## src/rtl/mpu_wb_slave.sv

```systemverilog
// Wishbone slave front-end for the MPU RAM window: one registered RAM request per access,
// acks paced to RAM_LAT, incrementing read bursts at one beat per clock.
module mpu_wb_slave #(
  parameter int ADR_W   = 15,
  parameter int RAM_LAT = 1
) (
  input  logic             sys_clk,
  input  logic             sys_rst,
  input  logic [31:0]      wb_adr_i,
  input  logic [31:0]      wb_dat_i,
  output logic [31:0]      wb_dat_o,
  input  logic [3:0]       wb_sel_i,
  input  logic             wb_cyc_i,
  input  logic             wb_stb_i,
  input  logic             wb_we_i,
  input  logic [2:0]       wb_cti_i,
  output logic             wb_ack_o,
  output logic [ADR_W-1:0] mem_adr_o,
  output logic [31:0]      mem_dat_o,
  output logic [3:0]       mem_sel_o,
  input  logic [31:0]      mem_dat_i
);

  typedef enum logic [2:0] {
    S_IDLE,
    S_WR_ACK,
    S_RD_WAIT,
    S_RD_BURST,
    S_GAP
  } state_t;

  localparam logic [ADR_W-1:0] ADR_STEP = ADR_W'(4);
  localparam logic [1:0]       LAT_INIT = 2'(RAM_LAT);
  localparam logic [2:0]       CTI_INCR = 3'b010;

  state_t           state_q, state_d;
  logic             ack_q, ack_d;
  logic [ADR_W-1:0] adr_q, adr_d;
  logic [31:0]      dat_q, dat_d;
  logic [3:0]       sel_q, sel_d;
  logic [1:0]       cnt_q, cnt_d;
  logic             burst_q, burst_d;
  logic             req;
  logic             unused_adr_bits;

  assign req             = wb_cyc_i & wb_stb_i;
  assign unused_adr_bits = ^{wb_adr_i[31:ADR_W], wb_adr_i[1:0]};

  always_comb begin
    state_d = state_q;
    ack_d   = 1'b0;
    adr_d   = adr_q;
    dat_d   = dat_q;
    sel_d   = 4'b0000;
    cnt_d   = cnt_q;
    burst_d = burst_q;
    case (state_q)
      S_IDLE: begin
        if (req) begin
          adr_d = {wb_adr_i[ADR_W-1:2], 2'b00};
          dat_d = wb_dat_i;
          if (wb_we_i) begin
            sel_d   = wb_sel_i;
            ack_d   = 1'b1;
            state_d = S_WR_ACK;
          end else begin
            cnt_d   = LAT_INIT;
            burst_d = (wb_cti_i == CTI_INCR);
            state_d = S_RD_WAIT;
          end
        end
      end
      S_WR_ACK: state_d = req ? S_GAP : S_IDLE;
      S_RD_WAIT: begin
        // Single reads stay here for their ack cycle; bursts move on at the first ack.
        if (!req) begin
          state_d = S_IDLE;
        end else if (ack_q) begin
          state_d = S_GAP;
        end else begin
          if (burst_q) adr_d = adr_q + ADR_STEP;
          if (cnt_q == 2'd1) begin
            ack_d = 1'b1;
            if (burst_q) state_d = S_RD_BURST;
          end else begin
            cnt_d = cnt_q - 2'd1;
          end
        end
      end
      S_RD_BURST: begin
        if (!req) begin
          state_d = S_IDLE;
        end else begin
          adr_d = adr_q + ADR_STEP;
          if (wb_cti_i == CTI_INCR) ack_d = 1'b1;
          else                      state_d = S_GAP;
        end
      end
      S_GAP:   state_d = S_IDLE;
      default: state_d = S_IDLE;
    endcase
  end

  always_ff @(posedge sys_clk or posedge sys_rst) begin
    if (sys_rst) begin
      state_q <= S_IDLE;
      ack_q   <= 1'b0;
      adr_q   <= '0;
      dat_q   <= '0;
      sel_q   <= '0;
      cnt_q   <= '0;
      burst_q <= 1'b0;
    end else begin
      state_q <= state_d;
      ack_q   <= ack_d;
      adr_q   <= adr_d;
      dat_q   <= dat_d;
      sel_q   <= sel_d;
      cnt_q   <= cnt_d;
      burst_q <= burst_d;
    end
  end

  assign wb_ack_o  = ack_q & req;
  assign wb_dat_o  = mem_dat_i;
  assign mem_adr_o = adr_q;
  assign mem_dat_o = dat_q;
  assign mem_sel_o = sel_q;

endmodule

```

## config.mk

```make
export PLATFORM = sky130hd
export DESIGN_NAME = mpu_wb_slave
export DESIGN_NICKNAME = d
export VERILOG_FILES = /design/src/rtl/mpu_wb_slave.sv
export SDC_FILE = /design/constraint.sdc
export NUM_CORES = 1
export LEC_CHECK = 0
export CORE_MARGIN = 8
export CORE_UTILIZATION = 36
export DETAILED_ROUTE_END_ITERATION = 8
export MAX_ROUTING_LAYER = met4
export PLACE_DENSITY_LB_ADDON = 0.25
export SYNTH_ARGS = -nofsm -noshare
export SYNTH_HDL_FRONTEND = slang
export SYNTH_SLANG_ARGS = --single-unit
```

## constraint.sdc

```tcl
create_clock -name sys_clk -period 2.1 [get_ports sys_clk]
set_input_delay 0.525 -clock sys_clk [delete_from_list [all_inputs] [get_ports sys_clk]]
set_output_delay 0.525 -clock sys_clk [all_outputs]
set_load 0.02 [all_outputs]
```

==> impl_metrics.env <==
export IMPL_fin_cells=438
export IMPL_antenna_left=0
export IMPL_wl_mm=6.98
export IMPL_dp_cells=430
export IMPL_layout_min_cycle_time_ns=2.01
export IMPL_synth_cell_types=48
export IMPL_die_x_microns=105
export IMPL_peakVddDrop_uv=377
export IMPL_syn2layout_area_growth_pct=37.5
export IMPL_worst_slack_ns=0.0887
export IMPL_root_buffer="clkbuf_8"
export IMPL_setup_violations=0
export IMPL_cts_sinks=56
export IMPL_vias=2160
export IMPL_diodes=0
export IMPL_ys_seq_area_frac=0.496
export IMPL_numCtsBuffers=5
export IMPL_drt_iter0_markers=59
export IMPL_cts_path_max_buffers=2
export IMPL_core_area_sq_um=7690
export IMPL_hpwl_mm=5.30
export IMPL_die_area_sq_um=10900
export IMPL_cp_arrival_ns=1.49
export IMPL_cp_required_ns=1.57
export IMPL_endpoint_kind="output port"
export IMPL_synth_area_sq_um=2830
export IMPL_nets=445
export IMPL_vias_per_cell=4.93
export IMPL_fin_skew_ns=0.00940
export IMPL_min_path_type="reg2reg"
export IMPL_finalCritPeriodShare=0.958
export IMPL_slowest_delay_ns=0.48
export IMPL_yosys_top_cells_area="dfrtp_1 50%, mux2_2 13%, buf_4 9.6%"
export IMPL_clk_latency_ns=0.31
export IMPL_design_area_sq_um=3890
export IMPL_ctsHtreeMaxLevel=2
export IMPL_cts_hold_buf=0
export IMPL_max_freq_ghz=0.497
export IMPL_nFillCells=702
export IMPL_cp_slowest_cell="clkdlybuf4s50_1"
export IMPL_hold_viol_final=0
export IMPL_drive_above_1_share=0.173
export IMPL_mostFrequentLayoutCells="105 x clkdlybuf4s50_1, 56 x dfrtp_1, 32 x mux2_2"
export IMPL_pin_count=192
export IMPL_rsz0062_at_grt="false"
export IMPL_dpl_worst_slack_ns=-0.196
export IMPL_grt_ovfl_total=0
export IMPL_crit_fanout=2
export IMPL_final_common_cell="clkdlybuf4s50_1"
export IMPL_maxCapViolations=0
export IMPL_power_density_nw_per_um2=825
export IMPL_synth_top_area_frac=0.496
export IMPL_path_cells="clkdlybuf4s50_1 -> and3_1 -> dlygate4sd2_1"
export IMPL_grt_pass1_vias=2207
export IMPL_status="completed"
export IMPL_drv_slew=0
export IMPL_fp_row_count=32
export IMPL_gr_usage_all_layers=0.131
export IMPL_routabilityCongestion=0.822
export IMPL_first_pass_iters=4
export IMPL_wl_per_cell_microns=15.9
export IMPL_path_class="in2out"
export IMPL_grt_pass1_wl_mm=11.7
export IMPL_clkTransAtPathRegs_ns=0.11
export IMPL_synth_edff_count=0
export IMPL_cts_tree="done"
export IMPL_power_w=0.00321
export IMPL_synth_seq_cells=56
export IMPL_die_height_microns=105
export IMPL_start_kind="primary input"
export IMPL_grt_max_degree=57
export IMPL_timing_hold_ws_ns=0.502
export IMPL_place_area_sq_um=3790
export IMPL_ys_flop_type="dfrtp_1"
export IMPL_avgSynthCellArea_sq_um=11.0
export IMPL_antenna_found_initial=0
export IMPL_synth_cells=257
export IMPL_synth_largest_area_cell="dfrtp_1"
export IMPL_start_util=0.368
export IMPL_port_buffers=106
export IMPL_leakagePower_nw=1.60
export IMPL_async_reset_ff_frac=1.00
export IMPL_yosysWarningCount=0
export IMPL_drc=0
## sequential cells by signal, indices dropped and copies added, names as in the netlist
| signal | cells |
|---|---|
| state_q | 3 |
| cnt_q | 2 |
| mem_dat_o | 32 |
| mem_sel_o | 4 |
| ack_q | 1 |
| burst_q | 1 |
| mem_adr_o | 13 |
## where the power goes
group          internal (W)  total [W]  switching [W]  leakage (nW)
Sequential          0.00127    0.00143       0.000159         0.673
Clock              0.000246   0.000621       0.000375        0.0463
Combinational      0.000618    0.00116       0.000537         0.879
## routing by layer
metal / vias to the layer above / GRT usage / wire (microns)
met5: - / - / 0
met4: 0 / 0.0438 / 87
met3: 12 / 0.0375 / 416
met2: 75 / 0.214 / 3460
met1: 1045 / 0.151 / 3010
li1: 1028 / - / -
## logic make-up after synthesis
logic type,count (synthesis),synth area share
and+or+nand+nor,62,0.120
buffers and inverters,53,0.126
adders and majority gates,2,0.00885
DFF,56,0.496
other,1,0.00133
AOI/OAI and AO/OA,49,0.113
muxes,34,0.135
## layout make-up
cell class	count	area, sq um	area share
inverter	6	22.5	0.00579
clock inverter	3	27.5	0.00708
clock buffer	5	68.8	0.0177
tap	102	128	0.0328
timing repair buffer	117	1170	0.300
sequential	56	1400	0.360
multi-input combinational	149	1070	0.276
## per-stage QoR
step / utilization / setup TNS (ns)
2_1_floorplan: - / 0
3_3_place_gp: 0.493 / -1.24
4_1_cts: 0.506 / 0
6_report: 0.506 / 0
3_5_place_dp: 0.493 / -2.50
5_1_grt: 0.506 / 0
## worst max-delay path: cells and delay by family
kind	cells	cell delay, ns
simple gates	1	0.15
buf+inv	2	0.81
## synthesized netlist by cell type (2+ instances only)
cell,instances
buf_4,36
buf_6,2
and3_1,6
nor3_1,2
a21oi_1,15
dfrtp_1,56
nor3b_1,2
nand2b_1,2
mux2_2,32
a2bb2oi_1,3
clkbuf_1,3
a31oi_1,2
o31a_1,2
o21ai_0,10
buf_2,5
nor2_1,8
nand3b_1,2
nor2b_1,4
nand2_1,18
ha_1,2
nand3_1,8
inv_1,6
a311o_1,2
o22ai_1,3
or2_2,2
a311oi_1,2
## final timing paths
path / slack (ns) / depth (start not counted) / endpoint / from
min in group asynchronous: 0.59 / 3 / mem_adr_o[2]$_DFFE_PP0P_ / sys_rst
min reg2reg: 0.50 / 1 / mem_dat_o[14]$_DFFE_PP0P_ / mem_dat_o[14]$_DFFE_PP0P_
max: 0.09 / 3 / wb_ack_o / wb_stb_i
max in group asynchronous: 1.26 / 3 / mem_dat_o[29]$_DFFE_PP0P_ / sys_rst
min: 0.50 / 1 / mem_dat_o[14]$_DFFE_PP0P_ / mem_dat_o[14]$_DFFE_PP0P_
max reg2reg: 0.33 / 5 / mem_adr_o[14]$_DFFE_PP0P_ / mem_adr_o[2]$_DFFE_PP0P_
## what timing repair did
item	CTS	global route
resized for setup	1	0
setup endpoints to repair	1	0
buffers inserted	0	0
No activity file was read; power rests on OpenSTA's default activity.
